`config.mk`:
```
export PLATFORM = sky130hd
export DESIGN_NAME = mips32_fetch_queue
export DESIGN_NICKNAME = d
export VERILOG_FILES = /design/src/rtl/mips32_pkg.sv /design/src/rtl/mips32_iq.sv /design/src/rtl/mips32_fetch_queue.sv
export SDC_FILE = /design/constraint.sdc
export NUM_CORES = 1
export LEC_CHECK = 0
export CORE_MARGIN = 2
export CORE_UTILIZATION = 55
export CTS_CLUSTER_SIZE = 25
export DETAILED_ROUTE_END_ITERATION = 6
export PLACE_DENSITY = 0.76
export SYNTH_ARGS = -nofsm -noshare
export SYNTH_HDL_FRONTEND = slang
export SYNTH_SLANG_ARGS = --single-unit
```
`constraint.sdc`:
```
create_clock -name clk1 -period 7.5 [get_ports clk1]
set_clock_uncertainty 0.1 [all_clocks]
set_input_delay 1.5 -clock clk1 [delete_from_list [all_inputs] [get_ports clk1]]
set_output_delay 1.5 -clock clk1 [all_outputs]
set_load 0.005 [all_outputs]
```
`src/rtl/mips32_pkg.sv`:
```
// Shared MIPS32 definitions: major opcodes and instruction field positions.
// Used by the fetch queue to spot the HLT instruction.
package mips32_pkg;

  localparam logic [5:0] OP_SPECIAL = 6'h00;
  localparam logic [5:0] OP_J       = 6'h02;
  localparam logic [5:0] OP_BEQ     = 6'h04;
  localparam logic [5:0] OP_ADDI    = 6'h08;
  localparam logic [5:0] OP_SLTI    = 6'h0A;
  localparam logic [5:0] OP_LW      = 6'h23;
  localparam logic [5:0] OP_SW      = 6'h2B;
  localparam logic [5:0] OP_HLT     = 6'h3F;

  localparam int OP_MSB  = 31;
  localparam int OP_LSB  = 26;
  localparam int RS_MSB  = 25;
  localparam int RS_LSB  = 21;
  localparam int RT_MSB  = 20;
  localparam int RT_LSB  = 16;
  localparam int RD_MSB  = 15;
  localparam int RD_LSB  = 11;
  localparam int IMM_MSB = 15;
  localparam int IMM_LSB = 0;

  function automatic logic is_hlt(input logic [31:0] instr);
    return instr[OP_MSB:OP_LSB] == OP_HLT;
  endfunction

endpackage

```
`src/rtl/mips32_iq.sv`:
```
// Instruction queue: circular FIFO of {instruction, fetch address}.
// Flush empties it; caller guarantees no push when full without a pop.
module mips32_iq #(
  parameter int AW = 10,
  parameter int DEPTH = 4,
  localparam int PW = $clog2(DEPTH),
  localparam int CW = PW + 1
) (
  input  logic          clk1,
  input  logic          rst_n,
  input  logic          flush,
  input  logic          push,
  input  logic [31:0]   push_instr,
  input  logic [AW-1:0] push_addr,
  input  logic          pop,
  output logic [31:0]   head_instr,
  output logic [AW-1:0] head_addr,
  output logic [CW-1:0] count
);

  logic [31:0]   instr_q [DEPTH];
  logic [AW-1:0] addr_q  [DEPTH];
  logic [PW-1:0] head;
  logic [PW-1:0] tail;

  assign head_instr = instr_q[head];
  assign head_addr  = addr_q[head];

  always_ff @(posedge clk1) begin
    if (push && !flush) begin
      instr_q[tail] <= push_instr;
      addr_q[tail]  <= push_addr;
    end
  end

  always_ff @(posedge clk1 or negedge rst_n) begin
    if (!rst_n) begin
      head  <= '0;
      tail  <= '0;
      count <= '0;
    end else if (flush) begin
      head  <= '0;
      tail  <= '0;
      count <= '0;
    end else begin
      if (push) tail <= tail + PW'(1);
      if (pop)  head <= head + PW'(1);
      count <= count + CW'(push) - CW'(pop);
    end
  end

endmodule

```
`src/rtl/mips32_fetch_queue.sv`:
```
// MIPS32 fetch stage: PC sequencing, single-outstanding imem reads,
// HLT freeze, redirect squash, and a decoupling instruction queue.
module mips32_fetch_queue
  import mips32_pkg::*;
#(
  parameter int AW = 10,
  parameter int DEPTH = 4,
  parameter logic [AW-1:0] RESET_PC = '0
) (
  input  logic          clk1,
  input  logic          rst_n,
  output logic          imem_rd_en,
  output logic [AW-1:0] imem_addr,
  input  logic [31:0]   imem_rdata,
  input  logic          redirect_valid,
  input  logic [AW-1:0] redirect_pc,
  output logic          if_valid,
  input  logic          if_ready,
  output logic [31:0]   if_instr,
  output logic [AW-1:0] if_npc,
  output logic          fetch_stopped,
  output logic          halted
);

  localparam int CW = $clog2(DEPTH) + 1;

  logic [AW-1:0] pc;
  logic [AW-1:0] inflight_addr;
  logic          inflight;
  logic [CW-1:0] count;
  logic [31:0]   head_instr;
  logic [AW-1:0] head_addr;
  logic          xfer;
  logic          enq;
  logic          hlt_arriving;
  logic          rd_en;

  assign if_valid     = count != '0;
  assign xfer         = if_valid && if_ready;
  assign enq          = inflight && !redirect_valid;
  assign hlt_arriving = inflight && is_hlt(imem_rdata);

  // An arriving HLT must block the read that would otherwise overlap it
  assign rd_en = rst_n && !fetch_stopped && !redirect_valid &&
                 !hlt_arriving &&
                 ((int'(count) + int'(inflight)) < DEPTH);

  assign imem_rd_en = rd_en;
  assign imem_addr  = pc;
  assign if_instr   = if_valid ? head_instr : '0;
  assign if_npc     = if_valid ? head_addr + AW'(1) : '0;

  always_ff @(posedge clk1 or negedge rst_n) begin
    if (!rst_n) begin
      pc            <= RESET_PC;
      inflight      <= 1'b0;
      inflight_addr <= '0;
      fetch_stopped <= 1'b0;
      halted        <= 1'b0;
    end else begin
      inflight <= rd_en;
      if (rd_en) inflight_addr <= pc;
      if (redirect_valid) pc <= redirect_pc;
      else if (rd_en) pc <= pc + AW'(1);
      if (redirect_valid) fetch_stopped <= 1'b0;
      else if (enq && is_hlt(imem_rdata)) fetch_stopped <= 1'b1;
      if (xfer && is_hlt(if_instr)) halted <= 1'b1;
    end
  end

  mips32_iq #(
    .AW(AW),
    .DEPTH(DEPTH)
  ) u_iq (
    .clk1(clk1),
    .rst_n(rst_n),
    .flush(redirect_valid),
    .push(enq),
    .push_instr(imem_rdata),
    .push_addr(inflight_addr),
    .pop(xfer),
    .head_instr(head_instr),
    .head_addr(head_addr),
    .count(count)
  );

endmodule

```
==> impl_metrics.ini <==
[setup_path]
ff2ff_path_depth = 10
critical_path.max_fanout = 23
worst_ep_required_time_ns = 5.90
worst_setup_path_endpoint = imem_rd_en
worstReg2RegEnd = u_iq.count[2]$_DFF_PN0_
timing.rr.start = u_iq.count[1]$_DFF_PN0_
timing.reg2reg.setup_slack_ns = 4.23
setup.worst_path.end_class = primary output
worst_setup_path_startpoint = redirect_valid
critical_path.startpoint_type = input port
cp.arrival_ns = 4.17
path_class = input port to primary output

[final_layout]
final_cells = 745
layout.nets = 605
final_core_utilization = 0.6782
ff_latch_area_um2 = 5798
stdcell_area_um2 = 9782
number_of_filler_cells_placed_in_the_layout = 952
share_of_cells_above_drive_strength_1 = 0.1551
number_of_antenna_repair_diodes = 0
multiInputGateArea_um2 = 2086
area_growth_syn_to_layout_pct = 21.42

[global_routing]
globalRouteOverflowTotal = 0
antenna_found_initial = 0
grt_pass1_wl_mm = 23.94
gr-usage-all-layers = 0.2029
grt_pass1_vias = 4477
pin_count_of_the_biggest_net_entering_global_routing = 44

[pwr]
switching_power_mw = 0.8304
power.clock.fraction = 0.277
power.leakage_nw = 3.343
share_of_power_burned_in_registers = 0.440
power.switching_fraction = 0.2612
p_per_area_nw_per_um2 = 325.0
worst_ir_drop_vdd_uv = 188.4
intPower_mw = 2.349
power.share.combinational = 0.282

[die]
count_of_standard_cell_rows = 44
dieArea_um2 = 15630
initial_utilization = 0.5586
io-pin-count = 102
placeableCoreArea_um2 = 14420
chipWidth_um = 125.0
die_height_um = 125.0

[place]
placedInstanceArea_um2 = 9211
io_buffer_count = 101
routabilityCongestion = 0.8373
post-place-cells = 714
detailed_place_hpwl_mm = 9.395

[sta]
max_slew.worst_pin.slew_ns = 1.106
max_clock_freq_mhz = 173.3
setup_tns_ns = 0
timing.final.crit_share = 0.7694
grt_setup_unrepaired = false
slew_headroom = 0.2624
finalMaxSlewViolations = 0
final_period_minus_worst_setup_slack_ns = 5.770
final_hold_viol_count = 0
finalSetupViolCount = 0

[synth]
avgSynthCellArea_um2 = 18.15
synth_edf_count = 168
synthesis.nets = 500
yosys_register_bits = 198
synth_sequential_area_ratio = 0.7194
synthFlopType = sky130_fd_sc_hd__edfxtp_1
synth_top_area_cell = sky130_fd_sc_hd__edfxtp_1
ys_async_sr_fraction = 0.1515
synth.top_cells.by_area = sky130_fd_sc_hd__edfxtp_1 (63%), sky130_fd_sc_hd__mux4_2 (11%), sky130_fd_sc_hd__dfrtp_1 (9.3%)
syn-instance-count = 444
total_standard_cell_area_after_synthesis_um2 = 8056
yosysWarningCount = 0
synth.distinct_cells = 44
synth_top_cell_area_share = 0.6262

[clocking]
number_of_buffers_added_by_the_clock_tree_synthesis_step = 17
cts_hold_buffers = 0
cts_setup_buffers = 0
clockBufferDepth = 2
clock_tree.root_cell = sky130_fd_sc_hd__clkbuf_16
h_tree_level_count = 4
clk_latency_ns = 0.42
cts_resized = 0
path_clk_slew_ns = 0.06
cts_tree = done
clock_sink_count = 198

[drt]
drc = 0
drt-vias-per-instance = 5.722
avgRoutedWirePerCell_um = 20.26
vias = 4263
post_route_antenna_net_violation_count = 0
wirelength_mm = 15.09
drt_first_iter_violations = 326
dr.pass1.iters = 5

[hold_path]
hold_path.class = register to register

[job]
cap_viol_max_count = 0

[status]
run_status = completed
power by group through the flow:
stage          logic [mW]  registers, mW  clock network (mW)
2_1_floorplan       0.536           1.35                   0
3_3_place_gp        0.892           1.42                   0
3_5_place_dp        0.905           1.43                   0
4_1_cts             0.914           1.41               0.895
5_1_grt             0.976           1.42               0.936
6_report            0.897           1.40               0.881
critical path: stages:
cell,delay (ns)
sky130_fd_sc_hd__clkdlybuf4s50_1,0.80
sky130_fd_sc_hd__nor2b_1,0.30
sky130_fd_sc_hd__o2111ai_2,0.18
sky130_fd_sc_hd__or2_1,0.49
sky130_fd_sc_hd__inv_2,0.33
sky130_fd_sc_hd__clkdlybuf4s50_1,0.56
worst min path at each step:
stage / slack (ns) / end / cells past startpoint / from
after global routing: 0.46 / u_iq.addr_q[1][1]$_DFFE_PP_ / 0 / inflight_addr[1]$_DFFE_PN0P_
after global placement: 0.39 / u_iq.addr_q[2][3]$_DFFE_PP_ / 0 / inflight_addr[3]$_DFFE_PN0P_
final: 0.43 / u_iq.addr_q[1][2]$_DFFE_PP_ / 0 / inflight_addr[2]$_DFFE_PN0P_
after floorplan: 0.36 / halted$_DFFE_PN0P_ / 1 / halted$_DFFE_PN0P_
after detailed placement: 0.42 / u_iq.addr_q[1][1]$_DFFE_PP_ / 0 / inflight_addr[1]$_DFFE_PN0P_
after CTS: 0.43 / u_iq.addr_q[1][1]$_DFFE_PP_ / 0 / inflight_addr[1]$_DFFE_PN0P_
cells in the final DEF (no fill, tap or decap), types with 2 or more instances in the layout:
master / n
sky130_fd_sc_hd__buf_4: 6
sky130_fd_sc_hd__nor3b_1: 2
sky130_fd_sc_hd__nand3_1: 5
sky130_fd_sc_hd__clkinv_2: 4
sky130_fd_sc_hd__edfxtp_1: 168
sky130_fd_sc_hd__clkbuf_1: 3
sky130_fd_sc_hd__and2_2: 4
sky130_fd_sc_hd__inv_2: 2
sky130_fd_sc_hd__clkdlybuf4s50_1: 101
sky130_fd_sc_hd__ha_1: 9
sky130_fd_sc_hd__xnor2_1: 8
sky130_fd_sc_hd__a21bo_2: 2
sky130_fd_sc_hd__dfrtp_1: 28
sky130_fd_sc_hd__nand4_2: 2
sky130_fd_sc_hd__mux4_1: 4
sky130_fd_sc_hd__clkinv_1: 2
sky130_fd_sc_hd__and2_1: 35
sky130_fd_sc_hd__bufinv_16: 3
sky130_fd_sc_hd__nand2_1: 34
sky130_fd_sc_hd__dfrtp_2: 2
sky130_fd_sc_hd__and3_1: 4
sky130_fd_sc_hd__a221o_1: 4
sky130_fd_sc_hd__o21ai_1: 2
sky130_fd_sc_hd__clkbuf_16: 17
sky130_fd_sc_hd__o21ai_0: 10
sky130_fd_sc_hd__inv_1: 9
sky130_fd_sc_hd__mux4_2: 38
sky130_fd_sc_hd__xor2_1: 8
sky130_fd_sc_hd__a21o_1: 2
sky130_fd_sc_hd__nand4_1: 4
sky130_fd_sc_hd__nor2b_1: 3
sky130_fd_sc_hd__nor2_1: 17
sky130_fd_sc_hd__nor4_1: 2
layout make-up:
| cell class | count | share of cell area |
|---|---|---|
| flip-flops and latches | 198 | 0.5927 |
| multi-input cells | 214 | 0.2132 |
| repair buffers | 107 | 0.1080 |
| clock buffers | 20 | 0.04464 |
| well taps | 184 | 0.02354 |
| clock inverters | 11 | 0.01369 |
| inverters | 11 | 0.004221 |
layer usage:
metal	share of wire	routed length, um	track usage	up-vias
met5	0	0	0	-
met4	0.012	176	0.06797	0
met3	0.051	766	0.04707	16
met2	0.53	8056	0.3526	146
met1	0.40	6091	0.2547	2181
li1	-	-	-	1920
sequential cells by signal, indices dropped and copies added (netlist names), 2 cells and up:
register,count
inflight_addr,10
u_iq.instr_q,128
imem_addr,10
u_iq.addr_q,40
u_iq.head,2
u_iq.tail,2
u_iq.count,3
cell usage after synthesis (2+ instances only):
cell type and n:
sky130_fd_sc_hd__a21bo_2 2, sky130_fd_sc_hd__a21o_1 2, sky130_fd_sc_hd__a221o_1 4, sky130_fd_sc_hd__and2_1 39
sky130_fd_sc_hd__and3_1 4, sky130_fd_sc_hd__buf_2 8, sky130_fd_sc_hd__buf_4 3, sky130_fd_sc_hd__buf_6 3
sky130_fd_sc_hd__clkbuf_1 6, sky130_fd_sc_hd__dfrtp_1 30, sky130_fd_sc_hd__edfxtp_1 168, sky130_fd_sc_hd__ha_1 9
sky130_fd_sc_hd__inv_1 9, sky130_fd_sc_hd__inv_2 2, sky130_fd_sc_hd__mux4_1 4, sky130_fd_sc_hd__mux4_2 38
sky130_fd_sc_hd__nand2_1 34, sky130_fd_sc_hd__nand3_1 5, sky130_fd_sc_hd__nand4_1 4, sky130_fd_sc_hd__nand4_2 2
sky130_fd_sc_hd__nor2_1 17, sky130_fd_sc_hd__nor2b_1 3, sky130_fd_sc_hd__nor3b_1 2, sky130_fd_sc_hd__nor4_1 2
sky130_fd_sc_hd__o21ai_0 10, sky130_fd_sc_hd__o21ai_1 2, sky130_fd_sc_hd__xnor2_1 8, sky130_fd_sc_hd__xor2_1 8
logic make-up (layout without fill, tap and decap cells):
| family | Yosys count | in the layout | share of synthesized area |
|---|---|---|---|
| mux | 43 | 43 | 0.1205 |
| buf+inv | 32 | 149 | 0.02236 |
| simple gates | 120 | 120 | 0.08091 |
| fa+ha+maj | 10 | 10 | 0.01646 |
| flops | 198 | 198 | 0.7194 |
| compound gates | 25 | 25 | 0.02299 |
| xor+xnor | 16 | 16 | 0.01739 |
through the flow:
stage | hold WS [ns] | power (mW) | worst slack (ns)
floorplan | 0.3602 | 1.884 | 3.577
global placement | 0.3920 | 2.311 | 1.829
detailed placement | 0.4191 | 2.334 | 1.759
CTS | 0.4346 | 3.215 | 1.749
global route | 0.4558 | 3.331 | 1.473
finish | 0.4262 | 3.179 | 1.730
Note: power is estimated with default switching activity, not from simulation.
